===== config.mk =====
export PLATFORM = sky130hd
export DESIGN_NAME = div_ctrl
export DESIGN_NICKNAME = d
export VERILOG_FILES = /design/src/rtl/div_ctrl.sv
export SDC_FILE = /design/constraint.sdc
export NUM_CORES = 1
export LEC_CHECK = 0
export BUFFER_PORTS_ARGS = -buffer_cell sky130_fd_sc_hd__buf_2
export CORE_UTILIZATION = 23
export CTS_CLUSTER_DIAMETER = 100
export CTS_CLUSTER_SIZE = 14
export DETAILED_ROUTE_END_ITERATION = 12
export GPL_TIMING_DRIVEN = 0
export SLEW_MARGIN = 25
export SYNTH_ARGS = -nofsm -noshare
export SYNTH_HDL_FRONTEND = slang
export SYNTH_SLANG_ARGS = --single-unit

===== constraint.sdc =====
create_clock -name clk -period 1.7 [get_ports clk]
set_input_delay 0.17 -clock clk [delete_from_list [all_inputs] [get_ports clk]]
set_output_delay 0.17 -clock clk [all_outputs]
set_load 0.03 [all_outputs]

===== src/rtl/div_ctrl.sv =====
`default_nettype none
// ============================================================================
// Module      : div_ctrl
// Description : EX-stage sequencer for the shared multi-cycle radix-2
//               divider (div.w / div.wu / mod.w / mod.wu). Latches the
//               operands, drives the divider start/cancel/signed handshake,
//               stalls the pipeline while the divider runs, selects quotient
//               or remainder, and drains the divider after a pipeline flush.
// Revision    : 1.0 - initial release
// ----------------------------------------------------------------------------
// Ports:
//   clk, rst            clock, synchronous active-high reset
//   ex_valid_i          EX-stage instruction valid
//   div_req_i           instruction is a divide/modulo
//   div_op_i[1:0]       00 div.w, 01 div.wu, 10 mod.w, 11 mod.wu
//   src1_i / src2_i     dividend / divisor
//   flush_i             pipeline flush (exception / branch kill)
//   stall_o             hold EX and earlier stages
//   result_o            quotient or remainder (held until next capture)
//   result_valid_o      one-cycle result strobe
//   div_start_o         divider start
//   div_cancel_o        divider cancel
//   div_signed_o        divider signed_op
//   div_op1_o/op2_o     latched operands to divider
//   div_result_i        {remainder, quotient} from divider
//   div_done_i          divider done
// Configuration:
//   DIV_CACHE_EN        when defined, a one-entry result cache lets a repeat
//                       of the last operands (div or mod) skip the divider.
// ============================================================================
module div_ctrl #(
  parameter int DRAIN_CYCLES = 2
) (
  input  logic        clk,
  input  logic        rst,
  input  logic        ex_valid_i,
  input  logic        div_req_i,
  input  logic [1:0]  div_op_i,
  input  logic [31:0] src1_i,
  input  logic [31:0] src2_i,
  input  logic        flush_i,
  output logic        stall_o,
  output logic [31:0] result_o,
  output logic        result_valid_o,
  output logic        div_start_o,
  output logic        div_cancel_o,
  output logic        div_signed_o,
  output logic [31:0] div_op1_o,
  output logic [31:0] div_op2_o,
  input  logic [63:0] div_result_i,
  input  logic        div_done_i
);

  localparam logic [1:0] S_IDLE  = 2'd0;
  localparam logic [1:0] S_BUSY  = 2'd1;
  localparam logic [1:0] S_DONE  = 2'd2;
  localparam logic [1:0] S_DRAIN = 2'd3;

  localparam int CNT_W = (DRAIN_CYCLES > 1) ? $clog2(DRAIN_CYCLES) : 1;

  logic [1:0]       state_q, state_d;
  logic [31:0]      op1_q, op1_d;
  logic [31:0]      op2_q, op2_d;
  logic             signed_q, signed_d;
  logic             sel_rem_q, sel_rem_d;
  logic             start_q, start_d;
  logic [31:0]      result_q, result_d;
  logic [CNT_W-1:0] drain_cnt_q, drain_cnt_d;

  logic w_req;
  logic w_req_signed;
  logic w_accept;

  assign w_req        = ex_valid_i & div_req_i;
  assign w_req_signed = ~div_op_i[0];
  assign w_accept     = w_req & ~flush_i;

`ifdef DIV_CACHE_EN
  logic        cache_vld_q;
  logic [31:0] cache_op1_q;
  logic [31:0] cache_op2_q;
  logic        cache_signed_q;
  logic [63:0] cache_res_q;
  logic        w_hit;

  // sel_rem is not part of the tag: the cache holds both halves, so div and
  // mod of the same operands hit each other.
  assign w_hit = cache_vld_q & (cache_op1_q == src1_i) & (cache_op2_q == src2_i)
               & (cache_signed_q == w_req_signed);

  // Filled only on a clean BUSY->DONE; flush leaves the entry intact.
  always_ff @(posedge clk) begin
    if (rst) begin
      cache_vld_q    <= 1'b0;
      cache_op1_q    <= '0;
      cache_op2_q    <= '0;
      cache_signed_q <= 1'b0;
      cache_res_q    <= '0;
    end else if (state_q == S_BUSY && div_done_i && !flush_i) begin
      cache_vld_q    <= 1'b1;
      cache_op1_q    <= op1_q;
      cache_op2_q    <= op2_q;
      cache_signed_q <= signed_q;
      cache_res_q    <= div_result_i;
    end
  end
`endif

  always_comb begin
    state_d     = state_q;
    op1_d       = op1_q;
    op2_d       = op2_q;
    signed_d    = signed_q;
    sel_rem_d   = sel_rem_q;
    start_d     = start_q;
    result_d    = result_q;
    drain_cnt_d = drain_cnt_q;
    case (state_q)
      S_IDLE: begin
        if (w_accept) begin
          op1_d     = src1_i;
          op2_d     = src2_i;
          signed_d  = w_req_signed;
          sel_rem_d = div_op_i[1];
`ifdef DIV_CACHE_EN
          if (w_hit) begin
            result_d = div_op_i[1] ? cache_res_q[63:32] : cache_res_q[31:0];
            state_d  = S_DONE;
          end else begin
            start_d = 1'b1;
            state_d = S_BUSY;
          end
`else
          start_d = 1'b1;
          state_d = S_BUSY;
`endif
        end
      end
      S_BUSY: begin
        // Flush wins over a coincident done: the result is dropped and the
        // divider is walked back to Free through DRAIN.
        if (flush_i) begin
          start_d     = 1'b0;
          drain_cnt_d = CNT_W'(DRAIN_CYCLES - 1);
          state_d     = S_DRAIN;
        end else if (div_done_i) begin
          result_d = sel_rem_q ? div_result_i[63:32] : div_result_i[31:0];
          start_d  = 1'b0;
          state_d  = S_DONE;
        end
      end
      S_DONE: begin
        state_d = S_IDLE;
      end
      S_DRAIN: begin
        if (drain_cnt_q == '0) begin
          state_d = S_IDLE;
        end else begin
          drain_cnt_d = drain_cnt_q - CNT_W'(1);
        end
      end
      default: begin
        start_d = 1'b0;
        state_d = S_IDLE;
      end
    endcase
  end

  always_ff @(posedge clk) begin
    if (rst) begin
      state_q     <= S_IDLE;
      op1_q       <= '0;
      op2_q       <= '0;
      signed_q    <= 1'b0;
      sel_rem_q   <= 1'b0;
      start_q     <= 1'b0;
      result_q    <= '0;
      drain_cnt_q <= '0;
    end else begin
      state_q     <= state_d;
      op1_q       <= op1_d;
      op2_q       <= op2_d;
      signed_q    <= signed_d;
      sel_rem_q   <= sel_rem_d;
      start_q     <= start_d;
      result_q    <= result_d;
      drain_cnt_q <= drain_cnt_d;
    end
  end

  assign stall_o        = ((state_q == S_IDLE) & w_accept) | (state_q == S_BUSY);
  assign result_valid_o = (state_q == S_DONE) & ~flush_i;
  assign div_start_o    = start_q;
  assign div_cancel_o   = (state_q == S_DRAIN);
  assign div_signed_o   = signed_q;
  assign div_op1_o      = op1_q;
  assign div_op2_o      = op2_q;
  assign result_o       = result_q;

endmodule
`default_nettype wire


==> out/metrics.yaml <==
status:
  status: "complete, no violations"
routing:
  wl_um: 12860
  drcViolationCount: 0
  vias: 3922
  wl_per_cell_um: 13.31
  ant_nets: 0
  via_per_inst: 4.060
  firstDrtPassIters: 4
  drtIter0Drc: 105
timing:
  timing.final.crit_period_ns: 1.640
  setup_violations: 0
  min_period_over_period_pct: 96.48
  drv_slew: 0
  max_freq_ghz: 0.6097
  finalClockSkew_ns: 0.01085
  slew_headroom_pct: 54.79
  setup_slack_ns: 0.05992
  tightest_slew_ns: 0.6782
  rsz0062_at_grt: "no"
  hold_viol: 0
placed_design:
  gp_congestion: 0.6983
  io_buffer_count: 235
  dpl.hpwl_um: 9629
  pre_cts_ws_ns: -0.1471
die:
  fp.dieW_um: 143.2
  num_io_pins: 237
  start_util_pct: 23.49
  coreArea_um2: 19530
  die_area_um2: 20510
  dieHeight_um: 143.2
  rows: 51
power:
  cellPowerDensity_nw_per_um2: 845.7
  netSwitchingPower_mw: 1.472
  power_mw: 5.448
  comb_power_share_pct: 14.3
  peakVddDrop_v: 0.0004021
  p_clk_share_pct: 39.7
  p_int_mw: 3.975
  p_sw_share_pct: 27.03
  p_leak_nw: 2.770
  seqPwrFrac_pct: 45.9
critical_path:
  required_ns: 1.53
  reg2reg_slack_ns: 0.17
  worstSetupPathType: "reg2out"
  setup.worst_path.start_class: "flop"
  path_max_fanout: 6
  cp-end-kind: "output pin"
  critPathArrivalTime_ns: 1.47
  ff2ff_path_depth: 4
  worstReg2RegEnd: "div_op1_o[31]"
  r2r_start: "state_q[1]"
cts:
  clk_latency_ns: 0.35
  cts.clk_slew.worst_paths_ns: 0.08
  cts_max_level: 3
  root_buffer: "clkbuf_16"
  cts_tree: "yes"
  numCtsBuffers: 9
  cts_sinks: 102
  cts_max_path_buffers: 2
global_routing:
  antenna_found_initial: 0
  grt_pass1_wl_um: 19360
  grt_pass1_vias: 3804
  grt_overflow_total: 0
  grt_max_degree: 19
  grt_use_total_pct: 12.23
yosys:
  synth_fp_nets: 585
  synth_top_area_cell: "dfxtp_1"
  ys_types: 22
  ys_seq_area_share_pct: 44.52
  synth_top_area_share_pct: 44.52
  yosys_warnings: 0
  synth-seq-cells: 102
  yosys-top-cells-area: "dfxtp_1, mux2i_1, nand2b_1"
  syn_inst: 449
  synth_area_um2: 4587
  avgSynthCellArea_um2: 10.22
finish:
  syn_to_final_growth_pct: 40.43
  drive_gt1_share_pct: 41.23
  final_util_pct: 32.99
  final_common_cell: "buf_2"
  most-common-layout-cells: "buf_2, nand2b_1, dfxtp_1"
  antenna_cells: 0
  fin_nets: 832
min_path:
  holdPathStages: 3
  holdPathEnd: "div_op2_o[16]"
  hold_path_startpoint: "src2_i[16]"
  holdCritPathClass: "in2reg"
job:
  maxCapViolations: 0
[worst max path at each step]
stage                from             to  slack [ns]
6_report       state_q[1]        stall_o        0.06
5_1_grt        state_q[1]        stall_o       0.009
4_1_cts        state_q[0]        stall_o        0.02
3_5_place_dp   state_q[0]  div_op1_o[31]       -0.15
3_3_place_gp   state_q[0]  div_op1_o[20]       -0.14
2_1_floorplan  state_q[0]   div_signed_o        0.38
[layout make-up]
type                       count  area [um^2]
buffer                        36        217.7
clock buffer                   9        225.2
clock inverter                 7        81.33
fill                        2079        13090
inverter                       1        3.754
multi-input combinational    310         2342
sequential                   102         2049
tap                          265        331.6
timing repair buffer         236         1190
[power groups by stage]
stage	Combinational (mW)	Sequential, mW	Clock [mW]
after detailed placement	0.785	2.56	0
after floorplan	0.323	2.70	0
after CTS	0.790	2.50	2.26
after global routing	0.850	2.51	2.34
after global placement	0.779	2.56	0
final	0.779	2.50	2.17
[per-stage QoR]
stage               instance area (um^2)  instances  hold slack (ns)  setup TNS, ns
floorplan                           4587        449           0.3253              0
global placement                    6095        949           0.4343         -4.802
detailed placement                  6095        949           0.4392         -4.862
CTS                                 6419        965          0.05732              0
global route                        6441        966          0.06394              0
finish                              6441        966          0.07381              0
[state kept, by name (all words and copies together) (netlist names)]
register      flops
div_op1_o        32
div_op2_o        32
result_o         32
state_q           2
div_signed_o      1
div_start_o       1
drain_cnt_q       1
sel_rem_q         1
[cells in the mapped netlist]
library cell and instances:
nor4_2 1, o21ai_0 2, dfxtp_1 102, nand2_1 2, buf_2 9, a211oi_2 12
and2_1 1, mux2_1 1, and4bb_1 1, inv_1 1, nor3_1 2, or4_1 1
nor2_1 34, mux2i_1 97, buf_8 1, nand2b_1 131, clkbuf_1 16, a21oi_1 2
buf_4 5, buf_6 5, nor2b_1 1, a211oi_1 22
[timing repair]
action	CTS	global route
endpoints found under the setup margin	62	8
endpoints found under the hold margin	0	0
hold buffers	0	0
cloned	0	0
setup buffers	0	1
pin swaps	0	1
resized for setup	5	5
[logic make-up after synthesis]
family	synth area share, %
and+or+nand+nor	22.01
AOI/OAI and AO/OA	7.310
muxes	21.41
DFF	44.52
buffers and inverters	4.746
[worst max-delay path: stages, from the launching register on]
cell     delay [ns]
dfxtp_4        0.37
or4_4          0.54
nand2_2        0.09
buf_6          0.12
[routing by layer]
metal	wire (um)	up-vias	GRT usage, %
met5	0	-	0
li1	-	2000	-
met3	995	9	4.292
met2	5965	147	20.85
met1	5734	1766	14.46
met4	163	0	3.303
No activity file was read; power rests on OpenSTA's default activity.
